File: config.mk
export PLATFORM = sky130hd
export DESIGN_NAME = exc_ctrl_flat
export DESIGN_NICKNAME = d
export VERILOG_FILES = /design/src/rtl/exc_ctrl_if.sv /design/src/rtl/exc_ctrl.sv /design/src/flat_wrapper.sv
export SDC_FILE = /design/constraint.sdc
export NUM_CORES = 1
export LEC_CHECK = 0
export CAP_MARGIN = 25
export CELL_PAD_IN_SITES_DETAIL_PLACEMENT = 1
export CELL_PAD_IN_SITES_GLOBAL_PLACEMENT = 1
export CORE_MARGIN = 2
export CORE_UTILIZATION = 27
export DETAILED_ROUTE_END_ITERATION = 10
export PLACE_DENSITY = 0.89
export RECOVER_POWER = 25
export SKIP_CTS_REPAIR_TIMING = 1
export SLEW_MARGIN = 20
export SYNTH_ARGS = -nofsm -noshare
export SYNTH_HDL_FRONTEND = slang
export SYNTH_SLANG_ARGS = --single-unit
File: constraint.sdc
create_clock -name clk -period 2.3 [get_ports clk]
set_input_delay 0.345 -clock clk [delete_from_list [all_inputs] [get_ports clk]]
set_output_delay 0.345 -clock clk [all_outputs]
set_load 0.01 [all_outputs]
File: src/rtl/exc_ctrl_if.sv
// Exception controller signal bundle: M-stage status and CP0 link in, pipeline control out.
interface exc_ctrl_if;
  logic [5:0]  hw_irq;
  logic        m_valid;
  logic [4:0]  m_exc_code;
  logic        m_is_eret;
  logic        cp0_go_handle;
  logic [31:0] cp0_epc;
  logic [5:0]  cp0_hwint;
  logic [4:0]  cp0_exccode;
  logic        cp0_exlclr;
  logic        flush;
  logic        kill_m;
  logic        redirect;
  logic [31:0] redirect_pc;
  logic [15:0] take_count;

  modport master (
    output hw_irq, m_valid, m_exc_code, m_is_eret, cp0_go_handle, cp0_epc,
    input  cp0_hwint, cp0_exccode, cp0_exlclr, flush, kill_m, redirect,
           redirect_pc, take_count
  );

  modport slave (
    input  hw_irq, m_valid, m_exc_code, m_is_eret, cp0_go_handle, cp0_epc,
    output cp0_hwint, cp0_exccode, cp0_exlclr, flush, kill_m, redirect,
           redirect_pc, take_count
  );
endinterface

File: src/rtl/exc_ctrl.sv
// Exception/interrupt controller: synchronizes device interrupts, gates them
// to CP0, and redirects the pipeline on exception entry or ERET, followed by
// a short interrupt blackout while the front end refills.
module exc_ctrl #(
  parameter logic [31:0] HANDLER_ADDR = 32'h0000_4180,
  parameter int unsigned REFILL_CYC   = 3
) (
  input logic     clk,
  input logic     rst,
  exc_ctrl_if.slave bus
);

  localparam logic [0:0] RUN    = 1'b0;
  localparam logic [0:0] REFILL = 1'b1;
  localparam logic [3:0] RELOAD = 4'(REFILL_CYC - 1);

  logic [0:0]  state, state_nxt;
  logic [3:0]  cnt, cnt_nxt;
  logic [5:0]  sync1, sync2;
  logic [15:0] take_cnt;
  logic        take, eret;

  // Request decode; reset suppresses both so no pulse leaks out while rst=1.
  always_comb begin
    take = !rst && bus.cp0_go_handle && bus.m_valid;
    eret = !rst && bus.m_valid && bus.m_is_eret &&
           (bus.m_exc_code == 5'd0) && !bus.cp0_go_handle;
  end

  // Pipeline control and CP0-facing outputs.
  always_comb begin
    bus.flush       = take || eret;
    bus.kill_m      = take;
    bus.redirect    = take || eret;
    bus.cp0_exlclr  = eret;
    bus.redirect_pc = eret ? bus.cp0_epc : HANDLER_ADDR;
    bus.cp0_exccode = bus.m_valid ? bus.m_exc_code : 5'd0;
    bus.cp0_hwint   = (!rst && state == RUN && bus.m_valid) ? sync2 : '0;
    bus.take_count  = take_cnt;
  end

  // Blackout sequencing: any redirect (re)starts the REFILL countdown.
  always_comb begin
    state_nxt = state;
    cnt_nxt   = cnt;
    if (take || eret) begin
      state_nxt = REFILL;
      cnt_nxt   = RELOAD;
    end else if (state == REFILL) begin
      if (cnt == 4'd0) state_nxt = RUN;
      else             cnt_nxt   = cnt - 4'd1;
    end
  end

  // State, synchronizer and take counter registers.
  always_ff @(posedge clk) begin
    if (rst) begin
      state    <= RUN;
      cnt      <= '0;
      sync1    <= '0;
      sync2    <= '0;
      take_cnt <= '0;
    end else begin
      state <= state_nxt;
      cnt   <= cnt_nxt;
      sync1 <= bus.hw_irq;
      sync2 <= sync1;
      if (take && take_cnt != '1) take_cnt <= take_cnt + 16'd1;
    end
  end

endmodule

File: src/flat_wrapper.sv
// flat-port wrapper written by rule: the top's interface ports become plain ports
module exc_ctrl_flat 
#(
  parameter logic [31:0] HANDLER_ADDR = 32'h0000_4180,
  parameter int unsigned REFILL_CYC   = 3
)
  (clk, rst, bus_hw_irq, bus_m_valid, bus_m_exc_code, bus_m_is_eret, bus_cp0_go_handle, bus_cp0_epc, bus_cp0_hwint, bus_cp0_exccode, bus_cp0_exlclr, bus_flush, bus_kill_m, bus_redirect, bus_redirect_pc, bus_take_count);
  exc_ctrl_if bus_i ();
  input logic clk;
  input logic rst;
  input wire logic [$bits(bus_i.hw_irq)-1:0] bus_hw_irq;
  input wire logic [$bits(bus_i.m_valid)-1:0] bus_m_valid;
  input wire logic [$bits(bus_i.m_exc_code)-1:0] bus_m_exc_code;
  input wire logic [$bits(bus_i.m_is_eret)-1:0] bus_m_is_eret;
  input wire logic [$bits(bus_i.cp0_go_handle)-1:0] bus_cp0_go_handle;
  input wire logic [$bits(bus_i.cp0_epc)-1:0] bus_cp0_epc;
  output wire logic [$bits(bus_i.cp0_hwint)-1:0] bus_cp0_hwint;
  output wire logic [$bits(bus_i.cp0_exccode)-1:0] bus_cp0_exccode;
  output wire logic [$bits(bus_i.cp0_exlclr)-1:0] bus_cp0_exlclr;
  output wire logic [$bits(bus_i.flush)-1:0] bus_flush;
  output wire logic [$bits(bus_i.kill_m)-1:0] bus_kill_m;
  output wire logic [$bits(bus_i.redirect)-1:0] bus_redirect;
  output wire logic [$bits(bus_i.redirect_pc)-1:0] bus_redirect_pc;
  output wire logic [$bits(bus_i.take_count)-1:0] bus_take_count;
  assign bus_i.hw_irq = bus_hw_irq;
  assign bus_i.m_valid = bus_m_valid;
  assign bus_i.m_exc_code = bus_m_exc_code;
  assign bus_i.m_is_eret = bus_m_is_eret;
  assign bus_i.cp0_go_handle = bus_cp0_go_handle;
  assign bus_i.cp0_epc = bus_cp0_epc;
  assign bus_cp0_hwint = bus_i.cp0_hwint;
  assign bus_cp0_exccode = bus_i.cp0_exccode;
  assign bus_cp0_exlclr = bus_i.cp0_exlclr;
  assign bus_flush = bus_i.flush;
  assign bus_kill_m = bus_i.kill_m;
  assign bus_redirect = bus_i.redirect;
  assign bus_redirect_pc = bus_i.redirect_pc;
  assign bus_take_count = bus_i.take_count;
  exc_ctrl #(.HANDLER_ADDR(HANDLER_ADDR), .REFILL_CYC(REFILL_CYC)) u_core (.clk(clk), .rst(rst), .bus(bus_i));
endmodule
* After elaboration in Yosys (flattened, before gate mapping) *
Index checks and enable logic that the tools add are counted.

operators by class
  muxes and demuxes = 9
  bitwise operators = 2
  reduce and logical (&&, ||, !) cells = 18
  eq/ne operators = 2
  add/subtract/negate cells = 2

operators by type and width
  cell                                              count
  two-way mux 32 bit                                1
  adder 16 x 1 -> 16 bit, second input constant     1
  inequality test 16 bit, second input constant     1
  logical AND 1 bit                                 9
  two-way mux 2 bit                                 3
  two-way mux 6 bit                                 1
  logical NOT 5 bit                                 1
  two-way mux 5 bit                                 1
  logical NOT 4 bit                                 1
  AND reduction 2 bit                               2
  subtractor 4 x 1 -> 4 bit, second input constant  1
  two-way mux 1 bit                                 3
  logical NOT 1 bit                                 2
  inequality test 2 bit, second input constant      1
  inverter 1 bit                                    2
  nonzero test 2 bit                                1
  OR reduction 2 bit                                1
  logical OR 1 bit                                  1

word-level totals
  word-level logic and storage cells = 39
  bits of input ports = 48
  output and inout port bits = 63
  register bits after elaboration = 33

* Longest topological paths before layout *
Gate-level depths: netlist of the first run.

  word-level depth = 8
  mapped depth = 7
  gate-level depth less buffers = 6

* Worst setup path after synthesis of the first run *
OpenSTA, ideal clock, no wires.

  kind = input to output
  from = input rst
  to = output bus_redirect_pc[22]
  arrival = 1.479 ns
  required time = 1.955 ns
  buffers on the path = 3
  slack = 0.476 ns
  stages = 6
  cells stage by stage = buf_6 -> nor2b_4 -> and3_1 -> clkbuf_1 -> clkbuf_1 -> and2_1

between the ends
  cells in the longest elaborated chain, start to end = 6

ends and longest elaborated chain
  what                             RTL line            RTL
  start: declaration               flat_wrapper.sv:10  input logic rst;
  logical NOT 1 bit                exc_ctrl.sv:26      eret = !rst && bus.m_valid && bus.m_is_eret &&
  logical AND 1 bit (3 in series)  exc_ctrl.sv:26
  logical AND 1 bit                exc_ctrl.sv:27      (bus.m_exc_code == 5'd0) && !bus.cp0_go_handle;
  via bus_cp0_exlclr               flat_wrapper.sv:19  output wire logic [$bits(bus_i.cp0_exlclr)-1:0] bus_cp0_exlclr;
  two-way mux 32 bit               exc_ctrl.sv:36      bus.redirect_pc = eret ? bus.cp0_epc : HANDLER_ADDR;
  end: declaration                 flat_wrapper.sv:23  output wire logic [$bits(bus_i.redirect_pc)-1:0] bus_redirect_pc;

The timed path passes the listed nets, and every way through them passes these cells.

* Final worst setup path of the first run *
  from = input bus_m_exc_code[2]
  to = output bus_redirect_pc[5]

between the ends
  cells in the longest elaborated chain, start to end = 4

ends and longest elaborated chain
  what                RTL line            RTL
  start: declaration  flat_wrapper.sv:13  input wire logic [$bits(bus_i.m_exc_code)-1:0] bus_m_exc_code;
  logical NOT 5 bit   exc_ctrl.sv:27
  logical AND 1 bit   exc_ctrl.sv:26
  logical AND 1 bit   exc_ctrl.sv:27
  two-way mux 32 bit  exc_ctrl.sv:36

No other way between the ends.

==> results.ini, run 1 <==
[global_routing]
antenna_found_initial = 0
gr-total-overflow = 0
grt_start_max_net_pins = 34
first_global_vias = 1938
grt_pass1_wl_mm = 9.52
grtUsageTotal_pct = 16.8

[pwr]
p_leak_uw = 0.00175
power_density_nw_per_um2 = 373
seq_power_share_pct = 50.3
clkPwrFrac_pct = 36.1
intPower_uw = 900
ir_worst_vdd_uv = 400
comb_power_share_pct = 13.6
p_switching_uw = 269
p_sw_share_pct = 23.0

[routing]
drtIter0Drc = 40
detail-route-antenna-nets = 0
drt_pass1_iterations = 4
viasPerCell = 4.95
vias = 1919
wl_mm = 6.10
wire_per_inst_um = 15.7
drcViolationCount = 0

[yosys]
yosysTopAreaCell = dfxtp_1
synth_mux_area_share_pct = 0.664
yosysMostFrequentCell = and2_1
synth_cell_types = 39
async_flop_share_pct = 0
syn_inst = 193
synthSimpleGateAreaFrac_pct = 39.5
synth_adder_area_share_pct = 0.737
synth-compound-area-share_pct = 15.3
avgSynthCellArea_sq_um = 8.79
ys_ff_latch = 33
synth_xor_area_share_pct = 0
ys_top_cells_by_count = 35 x and2_1, 33 x dfxtp_1, 13 x nor2b_1
synth_top_family_by_area = simple AND/OR/NAND/NOR gates
synth_top_area_share_pct = 38.9
syn_area_sq_um = 1700
ys_seq_area_share_pct = 38.9
yosys_warnings = 0
synth_fp_nets = 242
ys.flop_type = dfxtp_1
yosys-top-cells-area = dfxtp_1 39%, and2_1 13%, nor2b_1 4.8%, o41ai_1 4.1%, and3_1 3.7%
synth-edff-count = 0

[finish]
antennaDiodeCount = 0
fin_area_sq_um = 3130
drive_above_1_share_pct = 10.5
post-route-util_pct = 52.3
area_delta_synth_final_pct = 84.7
nets = 361

[critical_path]
cp_data_required_time_ps = 1960
slowest_delay_ps = 430
path_cells = clkdlybuf4s50_1 > nor4b_2 > and3_4 > buf_4 > clkbuf_16 > and2_1 > dlymetal6s2s_1
path_buf_inv = 4
worstSetupEndpointType = output port
timing_worst_setup_path_type = input port to output port
regToRegSetupSlack_ps = 510
start_kind = input port
crit_family = buffers and inverters
crit_arrival_ps = 1840
critPathSlowestCell = clkdlybuf4s50_1
path_max_fanout = 16

[sta]
skew_ps = 5.34
max_freq_ghz = 0.458
relSlewSlack_pct = 63.5
hold_viol_final = 0
slew_viol_final = 0
worst_pin_slew_ps = 543
period_share_pct = 94.9
setup_viol = 0
layout_min_cycle_time_ps = 2180

[placed_design]
placed_area_sq_um = 2930
port_buffers = 110
dp_hpwl_mm = 4.66
gp_congestion = 0.787

[cts]
cts-buffers-inserted = 5
cts_sinks = 33
clk-insertion-delay-late_ps = 290
clock_path_buffers = 2
cts_tree = yes
path_clk_slew_ps = 70
h-tree-depth = 2
cts_root_buf = clkbuf_8

[floorplanning]
coreArea_sq_um = 5990
rows = 28
die_h_um = 83.3
initial_core_util_pct = 28.3
io_pins = 111
die_width_um = 83.3
dieArea_sq_um = 6930

[hold_path]
hold_class = flip-flop to flip-flop

[run_status]
status = finished clean

[job]
max-cap-violations = 0

power groups by stage:
stage / logic (uW) / registers (uW) / clock network, uW
after floorplan: 43.4 / 600 / 0
after CTS: 161 / 588 / 439
after detailed placement: 160 / 601 / 0
after global routing: 172 / 589 / 464
after global placement: 155 / 600 / 0
final: 159 / 588 / 422
sequential cells by signal (all words and copies together), names as in the netlist:
| register | flops |
|---|---|
| u_core.sync1 | 6 |
| u_core.bus.take_count | 16 |
| u_core.cnt | 4 |
| u_core.sync2 | 6 |
| u_core.state | 1 |
path summary, 6_finish.rpt:
kind	from	end	depth (start not counted)
max	bus_m_exc_code[2]	bus_redirect_pc[5]	7
min	u_core.sync1[3]	u_core.sync2[3]	1
max reg2reg	u_core.bus.take_count[0]	u_core.bus.take_count[9]	5
min reg2reg	u_core.sync1[3]	u_core.sync2[3]	1
through the flow:
| stage | setup TNS [ps] | power, uW | instances | worst slack [ps] | hold slack, ps |
|---|---|---|---|---|---|
| floorplan | 0 | 643 | 193 | 476 | 414 |
| global placement | -5650 | 755 | 378 | -213 | 423 |
| detailed placement | -8040 | 761 | 378 | -290 | 431 |
| CTS | -8090 | 1190 | 386 | -293 | 453 |
| global route | -2.13 | 1220 | 388 | -2.13 | 469 |
| finish | 0 | 1170 | 388 | 117 | 447 |
layer usage:
| layer | track usage [%] | vias up | share of wire, % |
|---|---|---|---|
| met4 | 4.92 | 0 | 1.2 |
| met2 | 31.2 | 71 | 53 |
| met1 | 18.3 | 905 | 41 |
| li1 | - | 938 | - |
| met3 | 4.87 | 5 | 5.2 |
| met5 | 0 | - | 0 |
cell usage in the layout, fill, tap and decap left out, drive strengths merged, types with 4 or more instances in the layout:
master / n
nor3: 5
dfxtp: 33
nor2: 4
a21oi: 10
buf: 12
o41ai: 8
and3: 10
inv: 7
dlygate4sd3: 9
o21ai: 5
clkbuf: 9
nor2b: 14
or4: 5
and2: 35
nand4: 5
nand2b: 4
o311ai: 7
nand2: 10
clkdlybuf4s50: 63
dlymetal6s2s: 35
area by class of cell:
type / instances / area, sq um
clock buffer: 6 / 72.6
clock inverter: 2 / 10.0
fill: 681 / 2860
inverter: 7 / 31.3
multi-input combinational: 143 / 971
sequential: 33 / 661
tap: 75 / 93.8
timing repair buffer: 122 / 1290
cell families (layout without fill, tap and decap cells):
logic type,after synthesis,after routing
compound gates,37,37
fa+ha+maj,1,1
simple gates,104,104
mux,1,1
flops,33,33
buf+inv,17,137
Note: power is estimated with default switching activity, not from simulation.
==> inputs of run 2 (changes only) <==
TNS_END_PERCENT = 1   (was unset)
==> run 2 against run 1 <==
Clock-buffer cell count unchanged. Critical path depth fell by 2. Fmax increased by 0.76%. Global-route usage is the same. Sequential power about the same. Combinational power hardly changed. Clock skew about the same. Total power is essentially flat. Wire length down 1.4%. Largest power group unchanged. Clock power is essentially flat.
==> results.ini, run 2 (same netlist as run 1, synthesis figures left out) <==
[hold_path]
hold_class = flip-flop to flip-flop
worstHoldPathCells = 1  ; unchanged
hold_end = u_core.sync2[3]
min-delay-start = u_core.sync1[3]

[placed_design]
port_buffers = 110  ; unchanged
gp_congestion = 0.787  ; unchanged
dp_cells = 378  ; unchanged
dp_hpwl_mm = 4.66  ; unchanged
placed_area_sq_um = 2930  ; unchanged

[critical_path]
timing.rr.start = u_core.bus.take_count[0]
crit_family = buffers and inverters
crit_top_cell = clkdlybuf4s50_1
ff2ff_path_depth = 6  ; +1
slowest_delay_ps = 540  ; +110 ps
timing_worst_setup_path_type = input port to output port
path_cells = clkdlybuf4s50_1 > nor2b_4 > buf_4 > and3_1 > clkdlybuf4s50_1
r2r-end = u_core.bus.take_count[3]
cp_data_required_time_ps = 1960  ; about the same
path_max_fanout = 7  ; -9
worstSetupEndpointType = output port
start_kind = input port
critPathSlowestCell = clkdlybuf4s50_1
path_buf_inv = 3  ; -1
regToRegSetupSlack_ps = 520  ; about the same
crit_arrival_ps = 1820  ; -20 ps

[floorplanning]
coreArea_sq_um = 5990  ; unchanged
dieArea_sq_um = 6930  ; unchanged
io_pins = 111  ; unchanged
initial_core_util_pct = 28.3  ; unchanged
die_h_um = 83.3  ; unchanged
rows = 28  ; unchanged
die_width_um = 83.3  ; unchanged

[routing]
wl_mm = 6.02  ; -1.4%
drt_pass1_iterations = 4  ; unchanged
drtIter0Drc = 38  ; -5.0%
wire_per_inst_um = 15.6  ; -0.88%
vias = 1910  ; -0.47%
detail-route-antenna-nets = 0  ; unchanged
viasPerCell = 4.95  ; about the same
drcViolationCount = 0  ; unchanged

[cts]
cts_tree = yes
cts-buffers-inserted = 5  ; unchanged
cts_root_buf = clkbuf_8
cts_sinks = 33  ; unchanged
clock_path_buffers = 2  ; unchanged
path_clk_slew_ps = 70  ; about the same
h-tree-depth = 2  ; unchanged
clk-insertion-delay-late_ps = 280  ; about the same

[sta]
setup_viol = 0  ; unchanged
period_share_pct = 94.2  ; -0.72 points
slew_viol_final = 0  ; unchanged
hold_viol_final = 0  ; unchanged
worst_pin_slew_ps = 533  ; -10.0 ps
hold_slack_ps = 447  ; unchanged
rsz0062_at_grt = no
max_freq_ghz = 0.462  ; +0.76%
relSlewSlack_pct = 64.2  ; +0.67 points
layout_min_cycle_time_ps = 2170  ; -16.5 ps
skew_ps = 4.86  ; -0.484 ps

[finish]
nets = 359  ; -0.55%
antennaDiodeCount = 0  ; unchanged
area_delta_synth_final_pct = 83.5
fin_area_sq_um = 3110  ; -0.64%
drive_above_1_share_pct = 8.68  ; -1.9 points
layout.cells.most_common = clkdlybuf4s50_1
largest_register_ffs = 16  ; unchanged
final_cell_count_no_fill = 386  ; -0.52%
final_cell_mix = 64 x clkdlybuf4s50_1, 36 x dlymetal6s2s_1, 35 x and2_1

[pwr]
p_leak_uw = 0.00177  ; +1.1%
ir_worst_vdd_uv = 400  ; about the same
power_density_nw_per_um2 = 375  ; +0.55%

[global_routing]
first_global_vias = 1938  ; unchanged
grt_pass1_wl_mm = 9.52  ; unchanged
grtUsageTotal_pct = 16.8  ; unchanged
grt_start_max_net_pins = 34  ; unchanged
antenna_found_initial = 0  ; unchanged
gr-total-overflow = 0  ; unchanged

[job]
max-cap-violations = 0  ; unchanged

[run_status]
status = finished clean

run 2: how the worst max path moves through the flow:
stage	cells past startpoint	endpoint	start	slack [ps]
3_3_place_gp	6	bus_redirect_pc[27]	bus_m_exc_code[2]	-210
5_1_grt	6	bus_redirect_pc[27]	bus_cp0_go_handle	20
3_5_place_dp	6	bus_redirect_pc[27]	bus_m_exc_code[4]	-290
6_report	5	bus_cp0_hwint[2]	rst	130
4_1_cts	6	bus_redirect_pc[27]	bus_m_exc_code[4]	-290
2_1_floorplan	6	bus_redirect_pc[22]	rst	480
run 2: power breakdown:
group          total [uW]  internal, uW  switching (uW)
logic                 159           107            51.3
registers             588           584            4.42
clock network         421           210             212
run 2: layout make-up:
type | instances | area [sq um]
Clock buffer | 6 | 72.6
Clock inverter | 2 | 10.0
Fill cell | 685 | 2880
Inverter | 7 | 31.3
Multi-Input combinational cell | 143 | 966
Sequential cell | 33 | 661
Tap cell | 75 | 93.8
Timing Repair Buffer | 120 | 1280
run 2: routing by layer:
layer  routed length (um)  vias up  track usage, %
met3                  331        5            4.87
met2                 3140       74            31.2
li1                     -      934               -
met5                    0        -               0
met1                 2470      897            18.3
met4                   71        0            4.92
run 2: per-stage QoR:
stage	worst slack [ps]	TNS (ps)	utilization, %	power (uW)
6_report	133	0	52.0	1170
5_1_grt	21.8	0	52.0	1220
4_1_cts	-293	-8090	50.3	1190
3_5_place_dp	-290	-8040	48.9	761
3_3_place_gp	-213	-5650	48.9	755
2_1_floorplan	476	0	-	643
